--- config.mk ---
export PLATFORM = sky130hd
export DESIGN_NAME = sw_debounce
export DESIGN_NICKNAME = d
export VERILOG_FILES = /design/src/rtl/sw_debounce_pkg.sv /design/src/rtl/sw_debounce_ch.sv /design/src/rtl/sw_debounce.sv
export SDC_FILE = /design/constraint.sdc
export NUM_CORES = 1
export LEC_CHECK = 0
export ABC_AREA = 1
export CORE_MARGIN = 5
export CORE_UTILIZATION = 40
export DETAILED_ROUTE_END_ITERATION = 16
export DONT_BUFFER_PORTS = 1
export PLACE_DENSITY = 0.52
export SYNTH_ARGS = -nofsm -noshare
export SYNTH_HDL_FRONTEND = slang
export SYNTH_SLANG_ARGS = --single-unit
--- constraint.sdc ---
create_clock -name slowclk_i -period 1 [get_ports slowclk_i]
set_input_delay 0.15 -clock slowclk_i [delete_from_list [all_inputs] [get_ports slowclk_i]]
set_output_delay 0.15 -clock slowclk_i [all_outputs]
set_load 0.005 [all_outputs]
--- src/rtl/sw_debounce_pkg.sv ---
// Shared board-I/O constants and helpers for the switch debouncer and its neighbours.
package sw_debounce_pkg;

    localparam int DEF_WIDTH         = 8;
    localparam int DEF_SYNC_STAGES   = 2;
    localparam int DEF_STABLE_CYCLES = 4;

    typedef enum logic {
        DB_IDLE    = 1'b0,
        DB_PENDING = 1'b1
    } db_state_e;

    // Bits needed to count 0..stable_cycles-1; never narrower than one bit.
    function automatic int cnt_width(input int stable_cycles);
        int w;
        w = 1;
        while ((1 << w) < stable_cycles) begin
            w++;
        end
        return w;
    endfunction

endpackage

--- src/rtl/sw_debounce_ch.sv ---
// One switch channel: synchroniser, stability counter and registered edge pulses.
module sw_debounce_ch
    import sw_debounce_pkg::*;
#(
    parameter int SYNC_STAGES   = DEF_SYNC_STAGES,
    parameter int STABLE_CYCLES = DEF_STABLE_CYCLES
) (
    input  logic slowclk_i,
    input  logic rst_i,
    input  logic sw_raw_i,
    output logic sw_db_o,
    output logic sw_rise_o,
    output logic sw_fall_o
);

    localparam int              CW      = cnt_width(STABLE_CYCLES);
    localparam logic [CW-1:0]   CNT_MAX = CW'(STABLE_CYCLES - 1);

    logic [SYNC_STAGES-1:0] sync_q, sync_d;
    logic [CW-1:0]          cnt_q, cnt_d;
    logic                   db_q, db_d;
    logic                   rise_q, rise_d;
    logic                   fall_q, fall_d;
    logic                   s_last;
    db_state_e              state;

    assign s_last = sync_q[SYNC_STAGES-1];

    // Any mismatch between the synchronised level and the accepted level is a
    // pending change; it is accepted only after surviving STABLE_CYCLES edges.
    always_comb begin
        sync_d = {sync_q[SYNC_STAGES-2:0], sw_raw_i};
        cnt_d  = '0;
        db_d   = db_q;
        rise_d = 1'b0;
        fall_d = 1'b0;
        state  = (s_last != db_q) ? DB_PENDING : DB_IDLE;

        unique case (state)
            DB_IDLE: begin
                cnt_d = '0;
            end
            DB_PENDING: begin
                if (cnt_q == CNT_MAX) begin
                    db_d   = s_last;
                    rise_d = s_last;
                    fall_d = ~s_last;
                end else begin
                    cnt_d = cnt_q + 1'b1;
                end
            end
        endcase
    end

    always_ff @(posedge slowclk_i) begin
        if (rst_i) begin
            sync_q <= '0;
            cnt_q  <= '0;
            db_q   <= 1'b0;
            rise_q <= 1'b0;
            fall_q <= 1'b0;
        end else begin
            sync_q <= sync_d;
            cnt_q  <= cnt_d;
            db_q   <= db_d;
            rise_q <= rise_d;
            fall_q <= fall_d;
        end
    end

    assign sw_db_o   = db_q;
    assign sw_rise_o = rise_q;
    assign sw_fall_o = fall_q;

endmodule

--- src/rtl/sw_debounce.sv ---
// Debounced switch bus feeding the slowclk counter/LED block; one channel per switch bit.
module sw_debounce
    import sw_debounce_pkg::*;
#(
    parameter int WIDTH         = DEF_WIDTH,
    parameter int SYNC_STAGES   = DEF_SYNC_STAGES,
    parameter int STABLE_CYCLES = DEF_STABLE_CYCLES
) (
    input  logic             slowclk_i,
    input  logic             rst_i,
    input  logic [WIDTH-1:0] sw_raw_i,
    output logic [WIDTH-1:0] sw_db_o,
    output logic [WIDTH-1:0] sw_rise_o,
    output logic [WIDTH-1:0] sw_fall_o,
    output logic             any_change_o
);

    for (genvar i = 0; i < WIDTH; i++) begin : g_ch
        sw_debounce_ch #(
            .SYNC_STAGES   (SYNC_STAGES),
            .STABLE_CYCLES (STABLE_CYCLES)
        ) u_ch (
            .slowclk_i (slowclk_i),
            .rst_i     (rst_i),
            .sw_raw_i  (sw_raw_i[i]),
            .sw_db_o   (sw_db_o[i]),
            .sw_rise_o (sw_rise_o[i]),
            .sw_fall_o (sw_fall_o[i])
        );
    end

    // Pulses are already registered, so this OR lands in the same cycle as them.
    assign any_change_o = |(sw_rise_o | sw_fall_o);

endmodule

==> impl_results.md, run 1 <==
- Status: finished with violations
- Failing checks: negative setup slack
- Critical Path AT: 1010 ps
- Synth top area share: 50.94%
- Area delta synth->final: 5.571%
- Tot GR Track Use: 10.49%
- H-tree depth: 2
- Initial antenna violation count: 0
- Max Cap Violations: 0
- Cts bufs inserted: 5
- DRT antenna net count: 0
- Clock Power Share: 34.5%
- Vias: 1413
- Final Core Density: 42.72%
- Vias in the first global route: 1314
- Gr ovfl total: 0
- Insertion delay to the later sink of the worst-skew pair: around 300 ps
- Routability congestion estimate from global placement: 0.6936
- Clock skew: just under 4 ps
- Max transition margin: 47.92%
- Largest net degree at the start of global routing: 20
- Max-slew violation count: 0
- Core area: 5439 um^2
- Clk pin slew, worst setup/hold paths: roughly 90 ps
- Vias per cell: 4.295
- Post-CTS Setup Inserts: 0
- DR WL/cell: just over 10 um
- CTS tree: built
- Layout cells sized above 1: 15.18%
- Avg Synthesized Cell Area: 8.274 um^2
- Post-Syn Instances: 266
- Critical path endpoint category: output port
- CTS Buffer Depth: 2
- HP Class: in -> reg
- Final Instance Count excl. Fillers: 329
- Ports: 35
- DP Wirelength: 2396 um
- Combinational Power Share: roughly 3.6%
- Most area-consuming cells after synthesis: dfxtp_1, inv_1, buf_4
- Unrepaired setup endpoints after global routing: yes
- Total Wirelength: between 3000 and 4000 um
- Fin crit share: 116.0%
- Root Buffer: clkbuf_8
- # DRC: 0
- Actual slew at the worst max-slew pin: 781.2 ps
- Flops & latches, synth: 56
- Placed Cells incl. Taps: ~310
- Diode count: 0
- Register area share after synthesis: between 50 and 60%
- Die X: 84.18 um
- Initial core utilization: 40.46%
- DIE HEIGHT: approximately 84 um
- DRT iter0 DRCs: 40
- First-pass GRT wire length: 5878 um
- Type of origin of the critical path: register
- Net switching power: around 0.00076 W
- Internal cell power: approximately 0.0029 W
- Worst hold slack: approximately 190 ps
- Nets: ~280
- Cell Pwr Density: about 1600 nW/um^2
- Sw Ratio: 20.44%
- Fin. Hold Viols: 0
- Highest clock rate: 862.3 MHz
- Final setup margin: -159.7 ps
- Leak pwr: 1.095 nW
- VDD IR max: 0.5925 mV
- Final min period: 1160 ps
- Port-buffer cells: 0
- DRT Pass-1 Iters: 4
- Syn Nets: 284
- Std-Cell Rows: 27
- Most Crowded Layer GR: met2
- Sequential fraction of design power: 61.8%
- Die area: 7085 um^2
- M3 GR Usage: 4.907%
- GR Util met2: 17.29%
- Yosys warns: 0
- Cell taking the most area after synthesis: dfxtp_1
- Required time of the critical path: 850 ps
- Met1 Resource Use GR: 11.62%
- Setup violators final: 1
- WS Path Type: reg -> out
- CTS Sinks: 56
- CP max FO: 2
- Mapped Area: 2201 um^2
- Setup WS pre-CTS: 63.28 ps
- Number of library cell types mapped by synthesis: 15
[final timing paths]
kind / startpoint / to / slack, ps / cells after the start
max: g_ch[7].u_ch.sw_fall_o$_SDFF_PP0_ / any_change_o / -160 / 4
min: rst_i / g_ch[1].u_ch.sw_rise_o$_SDFF_PP0_ / 190 / 4
max reg2reg: g_ch[6].u_ch.cnt_q[0]$_SDFF_PP0_ / g_ch[6].u_ch.cnt_q[0]$_SDFF_PP0_ / 80 / 4
min reg2reg: g_ch[7].u_ch.sync_q[0]$_SDFF_PP0_ / g_ch[7].u_ch.sync_q[1]$_SDFF_PP0_ / 400 / 2
[area by class of cell]
type,count,area (um^2)
clock buffers,7,96.34
fillers,549,3115
inverters,62,232.7
multi-input cells,120,655.6
flip-flops and latches,56,1134
well taps,72,90.09
repair buffers,12,115.1
[power by group through the flow]
stage                     sequential, W  combinational, W  clock [W]
final                           0.00229          0.000134    0.00128
after global routing            0.00230          0.000157    0.00144
after CTS                       0.00229          0.000136    0.00135
after detailed placement        0.00234         0.0000954          0
after global placement          0.00234         0.0000934          0
after floorplan                 0.00234         0.0000923          0
[critical path, stage by stage, from the launching register on]
cell and delay (ps):
dfxtp_2 340, nor2_2 100, nand2_1 60, nor2_1 110
nand2_1 100
[kinds of logic after synthesis]
family                   Yosys count  synth area share (%)
adder cells (fa/ha/maj)            8                 4.548
AO/OA/AOI/OAI                     10                 2.274
flip-flops                        56                 50.94
buffers and inverters             90                 20.07
AND/OR/NAND/NOR                  102                 22.17
[layout by cell type (no fill, tap or decap), types with 3 or more instances in the layout]
cell type       n
clkbuf_8        7
inv_2           4
ha_2            3
nor2_1         35
inv_1          58
dlygate4sd3_1   8
dfxtp_1        46
a21oi_1         8
dfxtp_2        10
nand2_1        36
nor2_2          8
nand4_1        19
buf_4           3
ha_1            5
[flip-flops by register name, summed over array words and instances, names as in the netlist]
signal,count
g_ch.u_ch.cnt_q,16
g_ch.u_ch.sw_db_o,8
g_ch.u_ch.sw_fall_o,8
g_ch.u_ch.sw_rise_o,8
g_ch.u_ch.sync_q,16
[synth_stat cells (all sizes together)]
master and n:
inv 62, dfxtp 56, nor2 43, nand2 36, buf 28, nand4 21
a21oi 8, ha 8, nor3 2, o21ai 2
[stage by stage]
stage | area, um^2 | setup TNS, ps | power (W)
floorplan | 2201 | 0 | 0.002429
global placement | 2105 | 0 | 0.002434
detailed placement | 2105 | 0 | 0.002437
CTS | 2302 | -3528 | 0.003778
global route | 2323 | -240.2 | 0.003893
finish | 2323 | -159.7 | 0.003701
[routing by layer]
layer / wire [um] / share of wire, % / up-vias
met2: 1599 / 47 / 29
met5: 0 / 0 / -
li1: - / - / 757
met4: 42 / 1.2 / 0
met3: 245 / 7.3 / 4
met1: 1489 / 44 / 623
[what timing repair did]
action / 4_1_cts / 5_1_grt
endpoints found under the hold margin: 22 / 0
resized for setup: 7 / 14
pin swaps: 5 / 7
setup endpoints to repair: 1 / 30
hold buffers: 9 / 0
Note: power is estimated with default switching activity, not from simulation.
==> run 2, diff against run 1 <==
- CORE_MARGIN: 5 -> default
==> run 2 against run 1 <==
Non-clock buffer count is 1 lower; sequential power hardly changed; setup slack worse by 3.3 ps; clock-buffer cell count is 1 lower; total power is 1.1% lower; cell count is 0.61% lower; clock power is 3% lower; the flow still finishes with violations (negative setup slack); core utilization is 1.5 points higher.
==> impl_results.md, run 2 (synthesis results as in run 1) <==
- Failing checks: negative setup slack
- DR WL/cell: approximately 9.5 um
- Total Wirelength: 3122 um
- Unrepaired setup endpoints after global routing: yes
- Commonest non-fill, non-tap cell in the layout: inv_1
- Fin crit share: 116.3%
- Sw Ratio: 21.28%
- Largest net degree at the start of global routing: 21
- WS Path Type: reg -> out
- Die area: 5803 um^2
- First-pass GRT wire length: 5471 um
- Clock Power Share: about a third
- Setup WS pre-CTS: 57.73 ps
- DRT antenna net count: 0
- Die X: 76.18 um
- R2R setup slack: 70 ps
- Routability congestion estimate from global placement: slightly above 0.7
- HP Class: in -> reg
- Initial antenna violation count: 0
- DRT iter0 DRCs: 20
- Ports: 35
- Max transition margin: 44.58%
- DP Wirelength: 2257 um
- Root Buffer: clkbuf_8
- Clk pin slew, worst setup/hold paths: 100 ps
- Cts bufs inserted: 5
- Area delta synth->final: 4.548%
- # DRC: 0
- Required time of the critical path: 850 ps
- Leak pwr: 1.081 nW
- Actual slew at the worst max-slew pin: 831.2 ps
- Max Cap Violations: 0
- Clock skew: 6.214 ps
- Worst hold slack: ~190 ps
- Vias: 1358
- Diode count: 0
- Insertion delay to the later sink of the worst-skew pair: 300 ps
- Critical Path AT: 1010 ps
- Layout cells sized above 1: 11.67%
- Internal cell power: about 0.0029 W
- Biggest regs: g_ch.u_ch.cnt_q: 16 flops, g_ch.u_ch.sync_q: 16 flops
- VDD IR max: 0.6401 mV
- Cell Pwr Density: 1591 nW/um^2
- Tot GR Track Use: 12.33%
- Commonest cells after routing, fill and taps aside: inv_1, dfxtp_1, nor2_1, nand2_1, nand4_1
- Initial core utilization: 42.28%
- Gr ovfl total: 0
- Core area: 5205 um^2
- Status: finished with violations
- Filler cell count: between 500 and 600
- Combinational Power Share: 3.7%
- Max-slew violation count: 0
- Sequential fraction of design power: 62.5%
- H-tree depth: 2
- DIE HEIGHT: 76.18 um
- Overall Power: 0.003660 W
- CTS Sinks: 56
- Highest clock rate: 859.9 MHz
- CTS Buffer Depth: 2
- DRT Pass-1 Iters: 3
- Port-buffer cells: 0
- Final setup margin: -163.0 ps
- Vias per cell: 4.153
- Net switching power: between 0.0007 and 0.0008 W
- Std-Cell Rows: 26
- Nets: ~270
- Type of origin of the critical path: register
- Setup violators final: 1
- Final min period: 1163 ps
- Fin. Hold Viols: 0
- Vias in the first global route: approximately 1300
- CP max FO: 2
- Critical path endpoint category: output port
- CTS tree: built
run 2: changes by cell type in the layout (fill, tap and decap cells not counted):
cell / delta
nor2_1: +1
inv_1: +2
clkbuf_8: -1
ha_1: -1
buf_4: -1
ha_2: +1
dfxtp_1: +7
dfxtp_2: -7
inv_2: -2
clkinv_2: +2
nor2_2: -1
run 2: cell type report:
type | instances | area [um^2] | share of cell area (%)
clock buffers | 6 | 82.58 | 3.589
flip-flops and latches | 56 | 1125 | 48.89
well taps | 70 | 87.58 | 3.806
inverters | 62 | 232.7 | 10.11
clock inverters | 2 | 10.01 | 0.4350
repair buffers | 11 | 107.6 | 4.676
multi-input cells | 120 | 655.6 | 28.49
run 2: power by group through the flow:
stage | sequential [W] | clock, W | combinational (W)
floorplan | 0.00234 | 0 | 0.0000923
global placement | 0.00234 | 0 | 0.0000934
detailed placement | 0.00234 | 0 | 0.0000950
CTS | 0.00229 | 0.00131 | 0.000136
global route | 0.00230 | 0.00141 | 0.000155
finish | 0.00229 | 0.00124 | 0.000134
run 2: worst max-delay path: stages (launching register included):
cell and delay (ps):
dfxtp_1 340, nor2_2 120, nand2_1 60, nor2_1 100, nand2_1 100
run 2: per-layer routing:
metal | vias to the layer above | track usage (%) | part of all wire, %
li1 | 751 | - | -
met1 | 578 | 12.81 | 46
met2 | 27 | 20.91 | 47
met3 | 2 | 5.629 | 6.5
met4 | 0 | 6.346 | 0.86
met5 | - | 0 | 0
run 2: per-stage QoR:
| stage | util (%) | setup TNS (ps) | cell area (um^2) | std cells |
|---|---|---|---|---|
| final | 44.21 | -163.0 | 2301 | 327 |
| after global routing | 44.21 | -282.7 | 2301 | 327 |
| after CTS | 43.94 | -3776 | 2287 | 327 |
| after detailed placement | 40.24 | 0 | 2095 | 310 |
| after global placement | 40.24 | 0 | 2095 | 310 |
| after floorplan | - | 0 | 2201 | 266 |
run 2: path summary, 6_finish.rpt:
check                                    startpoint                                 to  cells past startpoint
setup / recovery  g_ch[1].u_ch.sw_fall_o$_SDFF_PP0_                       any_change_o                      4
hold / removal                                rst_i  g_ch[0].u_ch.sw_fall_o$_SDFF_PP0_                      4
setup reg to reg   g_ch[2].u_ch.cnt_q[0]$_SDFF_PP0_   g_ch[2].u_ch.cnt_q[0]$_SDFF_PP0_                      4
hold reg to reg   g_ch[7].u_ch.sync_q[0]$_SDFF_PP0_  g_ch[7].u_ch.sync_q[1]$_SDFF_PP0_                      2
run 2: repair_timing:
item	4_1_cts	5_1_grt
hold endpoints to repair	22	0
hold buffers	9	0
resized for setup	5	7
cloned	0	0
setup buffers	0	0
setup endpoints to repair	1	31
pin swaps	5	1
